<file path="src/rtl/control_sequencer.sv">
`default_nettype none
// +--------------------------------------------------------------------------+
// | Module      : control_sequencer                                          |
// | Description : Hard-wired Moore control unit for a single-bus datapath.   |
// |               It runs fetch T0..T2, decodes the opcode in T3 and runs    |
// |               ALU instructions in T4..T5 (T6 for multiply). It also      |
// |               provides a HALT state resumed by start, and a FAULT state  |
// |               that only clear can leave.                                 |
// |               Optional multiply support: define CTRL_MUL_EN.             |
// | Revision    : 1.0 - initial release                                      |
// +--------------------------------------------------------------------------+
module control_sequencer #(
    parameter int REGS = 16
) (
    input  logic            clock,
    input  logic            clear,
    input  logic [31:0]     ir,
    input  logic            mem_ready,
    input  logic            start,
    output logic            pco,
    output logic            pci,
    output logic            iri,
    output logic            mari,
    output logic            mdri,
    output logic            mdro,
    output logic            read,
    output logic            incpc,
    output logic            yi,
    output logic            zi,
    output logic            zlowo,
    output logic            zhigho,
    output logic            hii,
    output logic            loi,
    output logic [REGS-1:0] rin,
    output logic [REGS-1:0] rout,
    output logic [3:0]      alu_op,
    output logic            run,
    output logic [3:0]      state
);

    typedef enum logic [3:0] {
        ST_T0    = 4'd0,
        ST_T1    = 4'd1,
        ST_T2    = 4'd2,
        ST_T3    = 4'd3,
        ST_T4    = 4'd4,
        ST_T5    = 4'd5,
        ST_T6    = 4'd6,
        ST_HALT  = 4'd8,
        ST_FAULT = 4'd9
    } state_t;

    localparam logic [4:0] c_OP_ADD   = 5'b00011;
    localparam logic [4:0] c_OP_SUB   = 5'b00100;
    localparam logic [4:0] c_OP_AND   = 5'b00101;
    localparam logic [4:0] c_OP_OR    = 5'b00110;
    localparam logic [4:0] c_OP_NOP   = 5'b11010;
    localparam logic [4:0] c_OP_HALT  = 5'b11011;
`ifdef CTRL_MUL_EN
    localparam logic [4:0] c_OP_MUL   = 5'b01111;
    localparam logic [3:0] c_ALU_MUL  = 4'h4;
`endif
    localparam logic [3:0] c_ALU_ADD  = 4'h0;
    localparam logic [3:0] c_ALU_SUB  = 4'h1;
    localparam logic [3:0] c_ALU_AND  = 4'h2;
    localparam logic [3:0] c_ALU_OR   = 4'h3;
    localparam logic [3:0] c_ALU_PASS = 4'hF;
    localparam logic [4:0] c_REGS     = 5'(REGS);

    state_t     r_state;
    logic       r_active;   // low until the first edge after clear releases

    logic [4:0] w_op;
    logic [3:0] w_ra;
    logic [3:0] w_rb;
    logic [3:0] w_rc;
    logic       w_is_alu;
    logic       w_is_mul;
    logic [3:0] w_alu_code;
    logic       w_alu_ok;
    logic       w_mul_ok;
    logic       w_unused;

    assign w_op     = ir[31:27];
    assign w_ra     = ir[26:23];
    assign w_rb     = ir[22:19];
    assign w_rc     = ir[18:15];
    assign w_unused = ^ir[14:0];

    assign w_alu_ok = ({1'b0, w_ra} < c_REGS) && ({1'b0, w_rb} < c_REGS) &&
                      ({1'b0, w_rc} < c_REGS);
    assign w_mul_ok = ({1'b0, w_ra} < c_REGS) && ({1'b0, w_rb} < c_REGS);

`ifdef CTRL_MUL_EN
    assign w_is_mul = (w_op == c_OP_MUL);
`else
    assign w_is_mul = 1'b0;
`endif

    // One-hot register select; an out-of-range index yields all zeros
    function automatic logic [REGS-1:0] onehot(input logic [3:0] idx);
        logic [REGS-1:0] v;
        v = '0;
        for (int i = 0; i < REGS; i++) begin
            if (idx == 4'(i)) v[i] = 1'b1;
        end
        return v;
    endfunction

    // Classify the opcode as a two-operand ALU instruction and pick its ALU code
    always_comb begin
        w_is_alu   = 1'b1;
        w_alu_code = c_ALU_ADD;
        case (w_op)
            c_OP_ADD: w_alu_code = c_ALU_ADD;
            c_OP_SUB: w_alu_code = c_ALU_SUB;
            c_OP_AND: w_alu_code = c_ALU_AND;
            c_OP_OR:  w_alu_code = c_ALU_OR;
            default:  w_is_alu   = 1'b0;
        endcase
    end

    // State register; the first edge after clear only arms the machine so T0 is seen for a full cycle
    always_ff @(posedge clock or negedge clear) begin
        if (!clear) begin
            r_state  <= ST_T0;
            r_active <= 1'b0;
        end else if (!r_active) begin
            r_active <= 1'b1;
        end else begin
            case (r_state)
                ST_T0: r_state <= ST_T1;
                ST_T1: if (mem_ready) r_state <= ST_T2;
                ST_T2: r_state <= ST_T3;
                ST_T3: begin
                    if (w_is_alu)              r_state <= w_alu_ok ? ST_T4 : ST_FAULT;
                    else if (w_is_mul)         r_state <= w_mul_ok ? ST_T4 : ST_FAULT;
                    else if (w_op == c_OP_NOP)  r_state <= ST_T0;
                    else if (w_op == c_OP_HALT) r_state <= ST_HALT;
                    else                       r_state <= ST_FAULT;
                end
                ST_T4:    r_state <= ST_T5;
                ST_T5:    r_state <= w_is_mul ? ST_T6 : ST_T0;
                ST_T6:    r_state <= ST_T0;
                ST_HALT:  if (start) r_state <= ST_T0;
                ST_FAULT: r_state <= ST_FAULT;
                default:  r_state <= ST_FAULT;
            endcase
        end
    end

    // Moore output decode from the state register and ir; everything is quiet until armed
    always_comb begin
        pco    = 1'b0;
        pci    = 1'b0;
        iri    = 1'b0;
        mari   = 1'b0;
        mdri   = 1'b0;
        mdro   = 1'b0;
        read   = 1'b0;
        incpc  = 1'b0;
        yi     = 1'b0;
        zi     = 1'b0;
        zlowo  = 1'b0;
        zhigho = 1'b0;
        hii    = 1'b0;
        loi    = 1'b0;
        rin    = '0;
        rout   = '0;
        alu_op = 4'h0;
        run    = 1'b0;
        if (r_active) begin
            run = (r_state != ST_HALT) && (r_state != ST_FAULT);
            case (r_state)
                ST_T0: begin
                    pco    = 1'b1;
                    mari   = 1'b1;
                    incpc  = 1'b1;
                    zi     = 1'b1;
                    alu_op = c_ALU_PASS;
                end
                ST_T1: begin
                    zlowo = 1'b1;
                    pci   = 1'b1;
                    read  = 1'b1;
                    mdri  = 1'b1;
                end
                ST_T2: begin
                    mdro = 1'b1;
                    iri  = 1'b1;
                end
                ST_T3: begin
                    if (w_is_alu) begin
                        rout = onehot(w_rb);
                        yi   = 1'b1;
                    end else if (w_is_mul) begin
                        rout = onehot(w_ra);
                        yi   = 1'b1;
                    end
                end
                ST_T4: begin
                    if (w_is_alu) begin
                        rout   = onehot(w_rc);
                        zi     = 1'b1;
                        alu_op = w_alu_code;
                    end
`ifdef CTRL_MUL_EN
                    else if (w_is_mul) begin
                        rout   = onehot(w_rb);
                        zi     = 1'b1;
                        alu_op = c_ALU_MUL;
                    end
`endif
                end
                ST_T5: begin
                    zlowo = 1'b1;
                    if (w_is_alu) rin = onehot(w_ra);
`ifdef CTRL_MUL_EN
                    if (w_is_mul) loi = 1'b1;
`endif
                end
                ST_T6: begin
`ifdef CTRL_MUL_EN
                    zhigho = 1'b1;
                    hii    = 1'b1;
`endif
                end
                default: ;
            endcase
        end
    end

    assign state = r_state;

endmodule
`default_nettype wire

</file>
<file path="config.mk">
export PLATFORM = sky130hd
export DESIGN_NAME = control_sequencer
export DESIGN_NICKNAME = d
export VERILOG_FILES = /design/src/rtl/control_sequencer.sv
export SDC_FILE = /design/constraint.sdc
export NUM_CORES = 1
export LEC_CHECK = 0
export ABC_AREA = 1
export CORE_MARGIN = 5
export CORE_UTILIZATION = 37
export CTS_CLUSTER_SIZE = 12
export DETAILED_ROUTE_END_ITERATION = 10
export GPL_TIMING_DRIVEN = 0
export PLACE_DENSITY = 0.87
export SYNTH_ARGS = -nofsm -noshare
export SYNTH_HDL_FRONTEND = slang
export SYNTH_SLANG_ARGS = --single-unit
</file>
<file path="constraint.sdc">
create_clock -name clock -period 2.7 [get_ports clock]
set_input_delay 0.27 -clock clock [delete_from_list [all_inputs] [get_ports clock]]
set_output_delay 0.27 -clock clock [all_outputs]
set_load 0.1 [all_outputs]
</file>
[Word level (Yosys, flattened, before mapping)]
Cells that the tools add are included.
Word-level totals
  bits in registers: 5
  latch bits: 0
  memory bits (writable): 0
  memory bits (read-only): 0
  input port bits: 36
  output and inout port bits: 55
  word-level logic and storage cells: 153
  memories kept: 0
Operators by class
  add/subtract/negate cells: 0
  multipliers: 0
  divide/modulo/power cells: 0
  order comparisons: 0
  equal/unequal tests: 62
  shift operators: 0
  multiplexer cells: 80
  bitwise logic cells: 0
  reduce and logical (&&, ||, !) cells: 9
Operators with widths (count)
  $eq A4 B4 Y1 const B: 25
  $mux W16: 6
  $mux W1: 63
  $eq A4 B3 Y1 const B: 15
  $eq A4 B2 Y1 const B: 8
  $pmux W16 S2: 1
  $pmux W4 S7: 1
  $mux W4: 6
  $eq A4 B1 Y1 const B: 4
  $logic_not A4 Y1: 4
  $eq A5 B3 Y1 const B: 3
  $eq A5 B5 Y1 const B: 2
  $ne A4 B4 Y1 const B: 2
  $pmux W4 S2: 1
  $pmux W2 S3: 1
  $eq A5 B2 Y1 const B: 1
  $ne A2 B2 Y1 const B: 2
  $reduce_or A2 Y1: 2
  $reduce_or A4 Y1: 1
  $reduce_and A3 Y1: 1
  $pmux W1 S2: 1
  $logic_and A1 B1 Y1: 1

[Depth between registers and ports, before layout]
  depth after elaboration: 6
  depth in mapped cells: 8
  gate-level depth less buffers: 8

[Worst setup path after synthesis]
OpenSTA, ideal clock, no wires.
  path type: reg-to-output
  start: register r_state[0] (netlist: state[0])
  end: output port pci
  arrival time: 3.988 ns
  setup slack: -1.558 ns
  cell stages (with the launch flop): 4
  path buffers: 1
  cells stage by stage: dfrtp_1 -> nand2_2 -> nor3_1 -> buf_4
On the way
  word-level cells in the longest chain between the ends: 3
Ends and longest elaborated chain
  from (decl): RTL line 70  | state_t r_state;
  from (signal assigned): RTL line 136  | if (w_is_alu) r_state <= w_alu_ok ? ST_T4 : ST_FAULT;
  from (signal assigned): RTL line 137  | else if (w_is_mul) r_state <= w_mul_ok ? ST_T4 : ST_FAULT;
  from (signal assigned): RTL line 143  | ST_T5: r_state <= w_is_mul ? ST_T6 : ST_T0;
  $eq A4 B1 Y1
  $mux W1 (2 in a row)
  to (decl): RTL line 21  | output logic pci,
No other way between the ends.

[Worst setup path in the final report]
  start: input port ir[28]
  end: output port rout[0]
On the way
  word-level cells in the longest chain between the ends: 6
  elaborated cells between the ends (all ways): 10
  those cells by class: eq/ne: 4; mux: 5; reduce/logical: 1
Ends and longest elaborated chain
  from (decl): RTL line 17  | input logic [31:0] ir,
  $eq A5 B3 Y1 or $eq A5 B2 Y1 (tied branches): RTL line 114  | case (w_op)
  $reduce_or A4 Y1 (no source line) *
  $mux W1 *: RTL line 114
  $mux W16 (on tied branches): RTL line 202, 193
  $pmux W16 S2 *: RTL line 174  | case (r_state)
  $mux W16 *: RTL line 172  | if (r_active) begin
  to (decl): RTL line 35  | output logic [REGS-1:0] rout,
Mark *: on every way between the ends. The rest lies on a longest branch, timed or not.

==> impl_results.md <==
- Final setup violation count: 0
- Die area: 4470 um^2
- Overall power: 1.65 mW
- ANT nets after route: 0
- Placed cells: 331
- Final non-filler cell total: 335
- Hold slack: 0.247 ns
- Ys Warns: 0
- Routed WL per cell: 12.5 um
- Buffers on Ports: 72
- CTS root buffer: clkbuf_4
- Core Area: 3080 um^2
- Most used DFF post-synth: dfrtp_1
- Sequential power share: 0.094
- PwrDens: 762 nW/um^2
- Final hold violations: 0
- Die Y: 66.9 um
- Vias in the first global route: 1508
- Skew final: 0.00288 ns
- Crit Path Class: in -> out
- Grt total ovfl: 0
- Top cell type's share of synthesized area: 0.116
- Period utilization: 0.951
- Fill count: 293
- Int Pwr: 0.467 mW
- TritonCTS clock tree: yes
- Setup TNS: 0 ns
- M3 GR Usage: 0.0354
- I/O pin count: 91
- CTS Hold Buffers Added: 0
- Critical path endpoint category: output port
- VDD IR max: 0.818 mV
- Initial antenna violation count: 0
- Synth Cell Area: 1200 um^2
- Combinational share of power: 0.854
- Number of flops mapped to enable cells by yosys: 0
- Avg Cell Area, Syn: 5.62 um^2
- DR vias/cell: 4.94
- Synthesis-to-layout area growth: 80.3%
- CTS Buf Count: 3
- Clock transition at path regs: 0.04 ns
- Peak Freq: 0.389 GHz
- Most frequent cells in the layout: nand2_1 (32), inv_1 (30), clkdlybuf4s15_2 (29), nand3_1 (26), clkdlybuf4s50_1 (25)
- Sequential cell area fraction in the yosys report: 0.104
- Clk sinks: 5
- Max clock buf depth: 2
- Grt met2 use: 0.328
- Pre-CTS WS: -0.521 ns
- RSZ-0062 raised after global routing: no
- Synthesized instance count: 213
- Synth async-reset ratio: 1.00
- Top area cells in the synthesized netlist: nor2_1 (12%), nand3_1 (11%), dfrtp_1 (10%)
- Worst Max-Slew Pin Slew: 0.969 ns
- Crit start category: input port
- Skew-Pair Late Insertion Delay: 0.24 ns
- Tot GR Track Use: 0.190
- CP Data Required Time: 2.43 ns
- R2r setup slk: 1.28 ns
- Static Leak: 0.903 nW
- DR vias: 1654
- Power share of the clock group: 0.052
- WL final: 4.18 mm
- Min Tclk post-route: 2.57 ns
- Global routing's busiest layer: met2
- Slew headroom: 0.352
- Yosys cell types: 29
- H-tree depth: 1
- Switch Pwr: 1.18 mW
- Commonest non-fill, non-tap cell in the layout: nand2_1
- DRC: 0
- First-pass GRT wire length: 6.74 mm
- Max-slew violation count: 0
- Worst Path Max Fanout: 10
- Seq cells post-synth: 5
- Final WS setup: 0.131 ns
- Row cnt: 20
- RePlAce Congestion: 0.893
- Sw frac: 0.716
- Share of cells above drive strength 1: 0.423
- Post-synth top area cell: nor2_1
- M1 GR Usage: 0.247
- Initial Util: 0.389
- Antenna diode count: 0
- Initial DRC count: 91
- Pin count of the biggest net entering global routing: 11
- WP data arrival: 2.30 ns
- Outcome: completed
- Worst min-delay path category: in -> async
- Die W: 66.9 um
- Max_cap viols: 0
- DRT Pass-1 Iters: 4
- Layout Nets: 328
- Setup Fix Bufs, Post-CTS: 0
- Dpl hpwl: 3.50 mm
==> layout make-up <==
class                           count  area, um^2  area share
Buffer                             14         110      0.0510
Inverter                           32         123      0.0568
Multi-Input combinational cell    164        1030       0.476
Tap cell                           44        55.1      0.0255
Clock buffer                        4        26.3      0.0122
Sequential cell                     5         130      0.0603
Timing Repair Buffer               72         687       0.318
==> final timing paths <==
check	startpoint	end	depth (start not counted)
min in group clock	state[2]$_DFFE_PN0P_	state[2]$_DFFE_PN0P_	2
max reg2reg	state[2]$_DFFE_PN0P_	state[0]$_DFFE_PN0P_	8
min reg2reg	state[2]$_DFFE_PN0P_	state[2]$_DFFE_PN0P_	2
max	ir[28]	rout[0]	9
max in group asynchronous	clear	state[2]$_DFFE_PN0P_	1
min	clear	state[1]$_DFFE_PN0P_	1
==> worst max-delay path, cell delays in order <==
cell	delay (ns)
clkdlybuf4s50_1	0.54
nand2_1	0.09
nand2_1	0.09
inv_1	0.04
nor2_1	0.13
buf_2	0.24
nand4_1	0.16
a21oi_2	0.17
clkdlybuf4s15_2	0.56
==> power by group through the flow <==
stage	logic, mW	registers (mW)	clock network, mW
finish	1.41	0.155	0.0851
global route	1.48	0.160	0.0987
CTS	1.41	0.154	0.0888
detailed placement	1.44	0.155	0
global placement	1.43	0.155	0
floorplan	0.980	0.313	0
==> per-stage QoR <==
stage,area [um^2],utilization
finish,2160,0.701
global route,2160,0.701
CTS,2240,0.727
detailed placement,2160,0.701
global placement,2160,0.701
floorplan,1380,-
==> cells in the mapped netlist (2+ instances only) <==
| master | instances |
|---|---|
| nor2_1 | 37 |
| a21oi_2 | 10 |
| o21ai_0 | 2 |
| buf_4 | 11 |
| nand4_1 | 18 |
| inv_1 | 30 |
| conb_1 | 2 |
| dfrtp_1 | 5 |
| nor2_2 | 3 |
| nand3_1 | 26 |
| a21oi_1 | 8 |
| nand2_1 | 32 |
| nand3_2 | 3 |
| nor3_1 | 9 |
| nor2_4 | 3 |
==> per-layer routing <==
| layer | part of all wire | up-vias |
|---|---|---|
| li1 | - | 855 |
| met1 | 0.44 | 728 |
| met2 | 0.48 | 67 |
| met3 | 0.076 | 4 |
| met4 | 0.0086 | 0 |
| met5 | 0 | - |
==> what timing repair did <==
item / CTS / global route
endpoints found under the setup margin: 46 / 18
endpoints found under the hold margin: 0 / 0
resized for setup: 130 / 32
==> registers in the layout, indices dropped and copies added, names as in the netlist <==
register,count
state,4
r_active,1
==> cells by family (layout without fill, tap and decap cells) <==
logic type | Yosys count | in the layout | synth area share
AO/OA/AOI/OAI | 23 | 23 | 0.133
AND/OR/NAND/NOR | 137 | 137 | 0.568
buffers and inverters | 46 | 122 | 0.188
other | 2 | 4 | 0.00627
flip-flops | 5 | 5 | 0.104
Power figures use the tool's default switching activity.
